`src/rtl/mac_scan_pkg.sv`:
```
// Shared types and constants for the mac scan-chain controller and its DFT wrapper.
package mac_scan_pkg;

  typedef enum logic [2:0] {
    IDLE    = 3'd0,
    LOAD    = 3'd1,
    CAPTURE = 3'd2,
    UNLOAD  = 3'd3,
    RESP    = 3'd4
  } scan_state_t;

  localparam int          MAC_CHAIN_LEN = 64;
  // x^32 + x^22 + x^2 + x + 1, feedback taps applied on shift-left
  localparam logic [31:0] MISR_POLY     = 32'h0040_0007;
  localparam logic [31:0] MISR_SEED     = 32'hFFFF_FFFF;

endpackage

```
`src/rtl/mac_scan_misr.sv`:
```
// 32-bit signature register compacting the unloaded scan stream (used when SCAN_MISR_EN is defined).
module mac_scan_misr
  import mac_scan_pkg::*;
(
  input  logic        clk,
  input  logic        rst,
  input  logic        seed,
  input  logic        en,
  input  logic        bit_in,
  output logic [31:0] sig
);

  always_ff @(posedge clk) begin
    if (!rst)
      sig <= '0;
    else if (seed)
      sig <= MISR_SEED;
    else if (en)
      sig <= {sig[30:0], 1'b0} ^ (sig[31] ? MISR_POLY : 32'h0) ^ {31'h0, bit_in};
  end

endmodule

```
`src/rtl/mac_scan_ctrl.sv`:
```
// Scan-chain load / capture / unload sequencer for the mac datapath.
// Optional SCAN_MISR_EN adds a 32-bit response signature on misr_sig.
module mac_scan_ctrl
  import mac_scan_pkg::*;
#(
  parameter int CHAIN_LEN = MAC_CHAIN_LEN,
  parameter int CAP_W     = 4
) (
  input  logic                 clk,
  input  logic                 rst,
  input  logic                 cfg_valid,
  output logic                 cfg_ready,
  input  logic [CHAIN_LEN-1:0] cfg_pattern,
  input  logic [CAP_W-1:0]     cfg_cap,
  output logic                 scan_en,
  output logic                 scanin,
  input  logic                 scanout,
  output logic                 busy,
  output logic                 res_valid,
  input  logic                 res_ready,
  output logic [CHAIN_LEN-1:0] res_data
`ifdef SCAN_MISR_EN
  ,
  output logic [31:0]          misr_sig
`endif
);

  localparam int                CNT_W    = $clog2(CHAIN_LEN + 1);
  localparam logic [CNT_W-1:0]  CNT_LAST = CNT_W'(CHAIN_LEN - 1);

  scan_state_t          state;
  logic [CNT_W-1:0]     cnt;
  logic [CNT_W-1:0]     cnt_inc;
  logic [CAP_W-1:0]     cap_q;
  logic [CAP_W-1:0]     cap_cnt;
  logic [CHAIN_LEN-1:0] pat_q;
  logic [CHAIN_LEN-1:0] sreg;
  logic                 accept;

  assign accept    = cfg_valid && (state == IDLE);
  assign cnt_inc   = cnt + 1'b1;
  assign cfg_ready = (state == IDLE);
  assign busy      = (state != IDLE);
  assign res_data  = sreg;

  always_ff @(posedge clk) begin
    if (!rst) begin
      state     <= IDLE;
      scan_en   <= 1'b0;
      scanin    <= 1'b0;
      res_valid <= 1'b0;
      cnt       <= '0;
      cap_cnt   <= '0;
      cap_q     <= '0;
      pat_q     <= '0;
      sreg      <= '0;
    end else begin
      case (state)
        IDLE: begin
          if (accept) begin
            pat_q   <= cfg_pattern;
            cap_q   <= cfg_cap;
            sreg    <= '0;
            cnt     <= '0;
            cap_cnt <= '0;
            // bit 0 goes out in the very first LOAD cycle
            scan_en <= 1'b1;
            scanin  <= cfg_pattern[0];
            state   <= LOAD;
          end
        end
        LOAD: begin
          if (cnt == CNT_LAST) begin
            cnt    <= '0;
            scanin <= 1'b0;
            if (cap_q == '0) begin
              scan_en <= 1'b1;
              state   <= UNLOAD;
            end else begin
              scan_en <= 1'b0;
              state   <= CAPTURE;
            end
          end else begin
            cnt    <= cnt_inc;
            scanin <= pat_q[cnt_inc];
          end
        end
        CAPTURE: begin
          if (cap_cnt == cap_q - 1'b1) begin
            cap_cnt <= '0;
            scan_en <= 1'b1;
            state   <= UNLOAD;
          end else begin
            cap_cnt <= cap_cnt + 1'b1;
          end
        end
        UNLOAD: begin
          // first bit seen ends up in sreg[0] after CHAIN_LEN shifts
          sreg <= {scanout, sreg[CHAIN_LEN-1:1]};
          if (cnt == CNT_LAST) begin
            cnt       <= '0;
            scan_en   <= 1'b0;
            res_valid <= 1'b1;
            state     <= RESP;
          end else begin
            cnt <= cnt_inc;
          end
        end
        RESP: begin
          if (res_ready) begin
            res_valid <= 1'b0;
            state     <= IDLE;
          end
        end
        default: begin
          scan_en   <= 1'b0;
          scanin    <= 1'b0;
          res_valid <= 1'b0;
          state     <= IDLE;
        end
      endcase
    end
  end

`ifdef SCAN_MISR_EN
  mac_scan_misr u_misr (
    .clk    (clk),
    .rst    (rst),
    .seed   (accept),
    .en     (state == UNLOAD),
    .bit_in (scanout),
    .sig    (misr_sig)
  );
`endif

endmodule

```
`config.mk`:
```
export PLATFORM = sky130hd
export DESIGN_NAME = mac_scan_ctrl
export DESIGN_NICKNAME = d
export VERILOG_FILES = /design/src/rtl/mac_scan_pkg.sv /design/src/rtl/mac_scan_misr.sv /design/src/rtl/mac_scan_ctrl.sv
export SDC_FILE = /design/constraint.sdc
export NUM_CORES = 1
export LEC_CHECK = 0
export ABC_CLOCK_PERIOD_IN_PS = 2490
export BUFFER_PORTS_ARGS = -buffer_cell sky130_fd_sc_hd__buf_2
export CAP_MARGIN = 40
export CORE_ASPECT_RATIO = 1.75
export CORE_UTILIZATION = 54
export CTS_BUF_LIST = sky130_fd_sc_hd__clkbuf_4 sky130_fd_sc_hd__clkbuf_8 sky130_fd_sc_hd__clkbuf_16
export DETAILED_ROUTE_END_ITERATION = 10
export PLACE_DENSITY = 0.79
export SYNTH_ARGS = -nofsm -noshare
export SYNTH_HDL_FRONTEND = slang
export SYNTH_SLANG_ARGS = --single-unit
```
`constraint.sdc`:
```
create_clock -name clk -period 2.49 [get_ports clk]
set_clock_uncertainty 0.05 [all_clocks]
set_input_delay 0.498 -clock clk [delete_from_list [all_inputs] [get_ports clk]]
set_output_delay 0.498 -clock clk [all_outputs]
set_load 0.005 [all_outputs]
```
==> impl_results.md <==
- Final net count: 938
- RSZ-0062 raised after global routing: false
- Synth Area per Inst: 8.740 um2
- Design area: 7890 um2
- Core area: 11710 um2
- Least-Margin Pin Slew: 0.7012 ns
- Crit path launch type: register
- Final Critical Period: 2.308 ns
- Post-DP Area: 7293 um2
- Detail Route Antenna Nets: 0
- Layout Cells excl Fill: 1008
- Routed wire per std cell: 15.09 um
- Clk root buf: clkbuf_16
- Critical path startpoint: cnt[0]$_SDFFE_PN0P_
- P_leak: 0.003127 uW
- Register area share after synthesis: 45.50%
- Die width: 85.29 um
- Main synth FF type: dfxtp_1
- Aggregate global-route resource usage: 25.10%
- HPWL Detailed: 10.37 mm
- CTS tree: done
- Critical Path Fanout Max: 33
- DR WL met3: 857 um
- Placed insts: 977
- DRT Wirelength: 15.21 mm
- Row cnt: 52
- Hold WC Path Type: in -> reg
- Critical path class: reg -> reg
- CP most frequent cell: mux2i_1
- Starting Density: 55.97%
- CTS clk-pin slew, worst paths: 0.06 ns
- Top-count cell post-synth: nand2_1
- Mapped Nets: 827
- FF+latch count, synth: 149
- First-pass GRT wire length: 25.30 mm
- Via density: 5.481
- Crit end category: register
- Die Ht: 147.8 um
- Yosys top cell area share: 45.50%
- H-Tree Level Count: 4
- Post-synth top area cell: dfxtp_1
- Share of post-route cells with drive strength above 1: 21.76%
- Synth Instances: 750
- Critical Path End: scanin$_SDFFE_PN0P_
- Ranking of synthesized cells by area: dfxtp_1 (46%), a21boi_0 (13%), nand2_1 (12%)
- Vias in the first global route: 5464
- Final setup violation count: 0
- Top cells by count, synth: nand2_1 (210), dfxtp_1 (149), a21boi_0 (115)
- Netlist cell types: 35
- Status: finished, final reports clean
- M1 WL: 5.913 mm
- Final Hold Fails: 0
- Area grow syn2layout: 20.37%
- WP data required: 2.79 ns
- Fmax: 0.4332 GHz
- Wire length on met2: 8.114 mm
- # IOs: 142
- Synthesis Warnings: 0
- CTS max path bufs: 2
- EDFF count, synth: 0
- Cell chain of the critical path: ha_4 > mux2i_1 > mux4_1 > mux2i_1 > mux2i_1 > mux2i_1 > a21o_1
- Initial DRC count: 279
- CP max stage delay: 0.63 ns
- Highest routed layer: met4
- Mapped Area: 6555 um2
- Worst hold slack: 0.2811 ns
- CP arrival: 2.61 ns
- Fraction of registers with async set or reset after synthesis: 0%
- First-pass DRT Iterations: 4
- Total CTS buffers: 17
- Worst R2R Start: cnt[0]$_SDFFE_PN0P_
- Final GP Congestion: 0.7803
- Max-Cap Viols: 0
- Power per cell area: 703.8 nW/um2
- Via count: 5525
- Max VDD drop: 0.0005647 V
- Slowest cell on crit path: ha_4
- Antenna Diode Count: 0
- Cells on worst reg2reg path: 7
- Port Buffers: 141
- Final Cycle Share: 92.71%
- FF-to-FF End: scanin$_SDFFE_PN0P_
- Remaining Overflow, GRT: 0
- Largest net degree at the start of global routing: 134
- Relative slew slack: 53.26%
- Clk sinks: 149
- Clock latency on the worst-skew pair: 0.41 ns
- Pins Over Slew Limit: 0
- Die area: 12600 um2
- Antenna violations before repair: 0
- Reg2reg setup slack: 0.18 ns
- DRC errors left: 0
## registers in the layout, indices dropped and copies added (netlist names)
signal / count
res_data: 64
scan_en: 1
cap_cnt: 4
cnt: 7
res_valid: 1
pat_q: 64
state: 3
scanin: 1
cap_q: 4
## how the worst min path moves through the flow
stage,cells past startpoint,from,to,slack [ns]
floorplan,2,pat_q[0]$_SDFFE_PN0P_,pat_q[0]$_SDFFE_PN0P_,0.38
global placement,2,pat_q[0]$_SDFFE_PN0P_,pat_q[0]$_SDFFE_PN0P_,0.39
detailed placement,2,pat_q[11]$_SDFFE_PN0P_,pat_q[11]$_SDFFE_PN0P_,0.41
CTS,3,cfg_cap[2],cap_q[2]$_SDFFE_PN0P_,0.27
global route,3,cfg_cap[0],cap_q[0]$_SDFFE_PN0P_,0.28
finish,3,cfg_cap[0],cap_q[0]$_SDFFE_PN0P_,0.28
## worst max-delay path: cells and delay by family, from the launching register on
kind	cells	cell delay, ns
adders and majority gates	1	0.63
DFF	1	0.33
muxes	5	1.11
AOI/OAI and AO/OA	1	0.12
## kinds of logic after synthesis
family,count (synthesis),share of synthesized area (%)
AOI/OAI and AO/OA,160,17.85
buffers and inverters,63,4.104
adders and majority gates,4,0.7635
DFF,149,45.50
muxes,48,9.315
and+or+nand+nor,315,20.42
xor gates and xnor gates,11,2.042
## per-layer routing
metal,vias to the layer above,track usage [%]
li1,2766,-
met2,149,45.97
met4,0,9.833
met3,23,6.979
met1,2587,26.95
met5,-,0
## stage by stage
stage | total power (uW) | utilization [%] | setup TNS [ns] | setup slack [ns]
CTS | 5603 | 67.37 | 0 | 0.1622
global placement | 3067 | 62.28 | -0.05488 | -0.05488
detailed placement | 3091 | 62.28 | -0.1827 | -0.1827
floorplan | 2929 | - | 0 | 0.4210
finish | 5553 | 67.37 | 0 | 0.1816
global route | 5765 | 67.37 | 0 | 0.04286
## layout by cell type (no fill, tap or decap), types with 2 or more instances in the layout
cell type	n
dfxtp_1	149
nor2b_1	4
clkbuf_16	17
a22oi_1	3
o21ai_0	10
buf_12	2
nand3_1	71
a21oi_1	4
buf_2	140
nor3_1	3
bufinv_16	2
nand3b_1	3
and2_1	5
inv_6	4
nand2_1	208
inv_1	4
clkinv_4	2
nand2b_1	4
ha_1	3
a21boi_0	115
and2_2	2
mux2i_1	40
a21boi_1	21
mux4_1	8
clkinvlp_4	4
xor2_4	2
xnor2_1	5
nor2_1	9
buf_4	9
xor2_1	4
## area by class of cell
type | instances | area [um2]
multi-input cells | 538 | 3328
repair buffers | 151 | 808.3
inverters | 4 | 15.01
well taps | 135 | 168.9
clock buffers | 18 | 439.2
fillers | 961 | 3821
clock inverters | 13 | 147.6
flip-flops and latches | 149 | 2983
## power breakdown
part | internal [uW] | leakage [uW] | switching (uW) | total, uW
clock network | 1510 | 0.000276 | 1000 | 2510
registers | 2460 | 0.00121 | 52.9 | 2520
logic | 237 | 0.00164 | 290 | 527
total | 4210 | 0.00313 | 1340 | 5550
## timing repair
action | 4_1_cts | 5_1_grt
setup endpoints to repair | 1 | 0
hold buffers | 0 | 0
resized for setup | 1 | 0
buffers inserted | 0 | 0
(Power assumes the default switching activity.)
